<file path="src/rtl/word_merger.sv">
// word_merger: packs a stream of CHUNK_W-bit chunks into CHUNKS-chunk words.
//
// Ports:
//   clk        system clock, rising-edge
//   reset      asynchronous active-low reset
//   in_valid   chunk present on in_data/in_last
//   in_ready   merger can accept a chunk (= !out_valid | out_ready)
//   in_data    chunk payload
//   in_last    chunk ends the current word (partial words allowed)
//   out_valid  out_data/out_len hold a completed word
//   out_ready  consumer takes the word this cycle
//   out_data   assembled word, unfilled slots zero
//   out_len    number of valid chunks in out_data, 1..CHUNKS
//
// Build option: WORD_MERGER_BIG_ENDIAN_EN places the first chunk in the MSBs
// instead of the LSBs. Handshake and timing are identical in both builds.
module word_merger #(
    parameter int unsigned CHUNK_W = 8,
    parameter int unsigned CHUNKS  = 4,
    parameter int unsigned LEN_W   = 3
) (
    input  logic                      clk,
    input  logic                      reset,
    input  logic                      in_valid,
    output logic                      in_ready,
    input  logic [CHUNK_W-1:0]        in_data,
    input  logic                      in_last,
    output logic                      out_valid,
    input  logic                      out_ready,
    output logic [CHUNK_W*CHUNKS-1:0] out_data,
    output logic [LEN_W-1:0]          out_len
);

    localparam int unsigned WORD_W = CHUNK_W * CHUNKS;
    localparam logic [LEN_W-1:0] LAST_IDX = LEN_W'(CHUNKS - 1);

    logic [LEN_W-1:0]  count;
    logic [WORD_W-1:0] buffer;
    logic [WORD_W-1:0] merged;
    logic [LEN_W-1:0]  slot;
    logic              accept;
    logic              deliver;
    logic              complete;

    assign in_ready = !out_valid || out_ready;
    assign accept   = in_valid && in_ready;
    assign deliver  = out_valid && out_ready;
    assign complete = accept && ((count == LAST_IDX) || in_last);

`ifdef WORD_MERGER_BIG_ENDIAN_EN
    assign slot = LAST_IDX - count;
`else
    assign slot = count;
`endif

    // Buffer with the incoming chunk dropped into its slot.
    always_comb begin
        merged = buffer;
        for (int unsigned k = 0; k < CHUNKS; k++) begin
            if (slot == LEN_W'(k)) begin
                merged[k*CHUNK_W +: CHUNK_W] = in_data;
            end
        end
    end

    always_ff @(posedge clk or negedge reset) begin
        if (!reset) begin
            count     <= '0;
            buffer    <= '0;
            out_valid <= 1'b0;
            out_data  <= '0;
            out_len   <= '0;
        end else if (complete) begin
            // A completing accept also covers a same-cycle deliver: the new
            // word replaces the old one with no bubble.
            out_data  <= merged;
            out_len   <= count + 1'b1;
            out_valid <= 1'b1;
            count     <= '0;
            buffer    <= '0;
        end else begin
            if (accept) begin
                buffer <= merged;
                count  <= count + 1'b1;
            end
            if (deliver) begin
                out_valid <= 1'b0;
            end
        end
    end

endmodule

</file>
<file path="config.mk">
export PLATFORM = sky130hd
export DESIGN_NAME = word_merger
export DESIGN_NICKNAME = d
export VERILOG_FILES = /design/src/rtl/word_merger.sv
export SDC_FILE = /design/constraint.sdc
export NUM_CORES = 1
export LEC_CHECK = 0
export ABC_AREA = 1
export BUFFER_PORTS_ARGS = -buffer_cell sky130_fd_sc_hd__buf_2
export CAP_MARGIN = 5
export CORE_UTILIZATION = 40
export DETAILED_ROUTE_END_ITERATION = 8
export GPL_ROUTABILITY_DRIVEN = 0
export GPL_TIMING_DRIVEN = 0
export PLACE_DENSITY = 0.64
export RECOVER_POWER = 50
export SLEW_MARGIN = 20
export SYNTH_ARGS = -nofsm -noshare
export SYNTH_HDL_FRONTEND = slang
export SYNTH_SLANG_ARGS = --single-unit
</file>
<file path="constraint.sdc">
create_clock -name clk -period 2.1 [get_ports clk]
set_input_delay 0.105 -clock clk [delete_from_list [all_inputs] [get_ports clk]]
set_output_delay 0.105 -clock clk [all_outputs]
set_load 0.01 [all_outputs]
</file>
==> implementation parameters <==
Parameter                              Value

Pwr
  Switching share of total power ... 34.1%
  Worst supply voltage drop on vdd ... approximately 0.35 mV
  Sequential share of power ... between 40% and 50%
  Switching power ... roughly 1300 uW
  Lkg Pwr ... 0.00225 uW
  Cell area power density ... 1020 mW/mm^2
  Overall Power ... approximately 3900 uW
  Relative contribution of the clock network to total power ... between 20% and 30%
  Gate power share ... a little over a quarter
  Internal power contribution ... 2570 uW

Cells and area
  Fraction of final layout cells with drive strength greater than 1 ... 14.5%
  Final-stage net count ... slightly below 500
  Most frequent standard cell in the layout excluding fill and tap cells ... sky130_fd_sc_hd__nand2_1
  Area overhead of the layout relative to synthesis ... 17.3%
  Core utilization of the finished layout ... 49.1%
  Number of inserted diodes ... 0
  Most frequent cells in the layout ... sky130_fd_sc_hd__nand2_1 (286), sky130_fd_sc_hd__dfrtp_1 (71), sky130_fd_sc_hd__buf_2 (35)
  Number of fill cells ... 793

Placement
  Port Buffers ... between 40 and 50
  Detailed-placement wirelength estimate ... approximately 5000 um

Min path
  Hold Path Class ... primary input to flop

Logic synthesis
  Flop and latch count out of synthesis ... slightly above 70
  Count of warnings emitted by yosys ... 0
  Post-Synthesis Net Count ... between 400 and 500
  Synthesized cell area ... ~0.0033 mm^2
  Synthesized area divided by synthesized cell count ... 7.83 um^2
  Unique masters post-synth ... 16
  Post-Synthesis Cells ... 417
  Sequential cell area fraction in the yosys report ... between 50% and 60%

Timing
  Max Clk Rate ... between 500 and 600 MHz
  Slew at the pin with the worst max-slew slack ... around 890 ps
  Hold Fails Final Rpt ... 0
  Final-layout setup total negative slack ... 0 ps
  Max_slew headroom ... just over 40%
  Final Cycle Share ... between 80% and 90%
  Final-report max-slew violation count ... 0
  RSZ-0062 raised after global routing ... false
  Largest clock skew in the final design ... slightly above 5 ps
  Number of failing setup endpoints in the final timing report ... 0
  Time the worst path needs with I/O delays and setup ... approximately 1900 ps

GRT
  Total overflow reported by the global router ... 0
  Antenna violations before repair ... 0
  Global-route wire length before repair ... 12700 um
  Number of global-route vias before repair ... 2603
  Pin count of the biggest net entering global routing ... between 50 and 60
  Overall Global Routing Usage ... about a fifth

Clock tree
  Clock transition at the register clock pins on the worst setup and hold paths after CTS ... ~80 ps
  Sink Count ... 71
  CTS tree ... yes
  Post-CTS sizing ... 0
  TritonCTS buffer count ... 9
  Clk root buf ... sky130_fd_sc_hd__clkbuf_8
  Clock latency reported for the late side of the worst-skew pair ... between 300 and 400 ps
  CTS max path bufs ... 2
  H-Tree Level Count ... 3
  Number of hold buffers added after CTS ... 1
  Post-CTS setup-driven buffer insertion count ... 0

Run status
  Result of the run ... finished, final reports clean

Setup path
  Start-to-end type of the worst setup path ... flop to flop
  Critical path startpoint category ... flop
  CP arrival ... between 2000 and 2500 ps
  Worst-path maximum fanout ... 10
  Critical Path End Type ... flop
  Critical Path RT ... between 2000 and 2500 ps

Floorplan
  Y dimension of the die ... just over 90 um
  Die extent in x ... around 90 um
  Effective utilization at floorplan ... 41.8%
  Total Die Area ... ~0.0085 mm^2
  Core area ... about 0.0078 mm^2
  Number of standard-cell rows in the floorplan ... 32
  Count of pins on the block boundary ... 50

Routing
  DRC violation count after routing ... 0
  Average wire length per cell after detail routing ... 12.8 um
  Total iterations of the first detailed-routing run ... 4
  DR vias ... roughly 2700
  Iteration-0 DRC count of the detailed router ... between 150 and 200
  Routed wire length ... between 7000 and 8000 um
  Vias per cell ... 4.65
  Remaining number of nets flagged by the antenna check after routing ... 0

Run
  Max-cap violations ... 0
-- critical path: stages, from the launching register on --
cell,delay [ps]
sky130_fd_sc_hd__dfrtp_1,390
sky130_fd_sc_hd__inv_2,140
sky130_fd_sc_hd__buf_2,230
sky130_fd_sc_hd__ha_1,170
sky130_fd_sc_hd__buf_4,200
sky130_fd_sc_hd__nor2_8,70
sky130_fd_sc_hd__nor2_4,240
sky130_fd_sc_hd__buf_4,220
sky130_fd_sc_hd__nand2_1,80
sky130_fd_sc_hd__nand2_1,60
-- kinds of logic (layout without fill, tap and decap cells) --
| family | count (synthesis) | in the layout | synth area share, % |
|---|---|---|---|
| buffers and inverters | 25 | 92 | 4.52 |
| flip-flops | 71 | 71 | 54.4 |
| adder cells (fa/ha/maj) | 5 | 5 | 1.91 |
| AND/OR/NAND/NOR | 316 | 316 | 39.2 |
-- power by group through the flow --
stage	registers (uW)	logic, uW	clock network [uW]
after detailed placement	1800	1060	0
after CTS	1780	1060	1120
after global routing	1820	1170	1190
after floorplan	1880	580	0
final	1780	1020	1100
after global placement	1790	1030	0
-- path summary, 6_finish.rpt --
| check | from | to | slack (ps) | cells past startpoint |
|---|---|---|---|---|
| max | count[2] | out_data[19] | 230 | 9 |
| min | out_ready | out_valid | 100 | 4 |
| max reg2reg | count[2] | out_data[19] | 230 | 9 |
| min reg2reg | out_data[8] | out_data[8] | 480 | 2 |
| max in group asynchronous | reset | buffer[30] | 360 | 3 |
| min in group asynchronous | reset | out_data[16] | 390 | 2 |
-- flip-flops by register name, summed over array words and instances, names as in the netlist --
| signal | cells |
|---|---|
| buffer | 32 |
| out_data | 32 |
| count | 3 |
| out_len | 3 |
| out_valid | 1 |
-- final cells by class --
| class | count | area (um^2) | share of cell area [%] |
|---|---|---|---|
| inverter | 7 | 28.8 | 0.751 |
| clock inverter | 6 | 60.1 | 1.57 |
| clock buffer | 10 | 138 | 3.59 |
| sequential | 71 | 1780 | 46.4 |
| buffer | 18 | 119 | 3.10 |
| timing repair buffer | 51 | 239 | 6.24 |
| tap | 102 | 128 | 3.33 |
| multi-input combinational | 321 | 1340 | 35.0 |
-- per-stage QoR --
stage / hold WS, ps / cells / setup slack, ps / instance area [um^2]
after floorplan: -191 / 417 / 494 / 3270
after global placement: 448 / 568 / 259 / 3640
after detailed placement: -6.89 / 569 / 213 / 3670
after CTS: 99.3 / 586 / 207 / 3880
after global routing: 135 / 586 / 44.4 / 3830
final: 98.8 / 586 / 232 / 3830
-- routing by layer --
metal | GRT usage [%] | up-vias | wire (um)
met2 | 29.8 | 82 | 3320
li1 | - | 1386 | -
met3 | 3.20 | 8 | 452
met1 | 27.7 | 1250 | 3670
met5 | 0 | - | 0
met4 | 7.42 | 0 | 79
-- cells in the mapped netlist, drive strengths merged --
cell	count	share of area (%)
nand2	288	33
ha	5	1.9
dfrtp	71	54
buf	15	3.3
nand3	25	4.2
nor2	3	1.6
inv	7	0.88
clkbuf	3	0.34
Power figures use the tool's default switching activity.
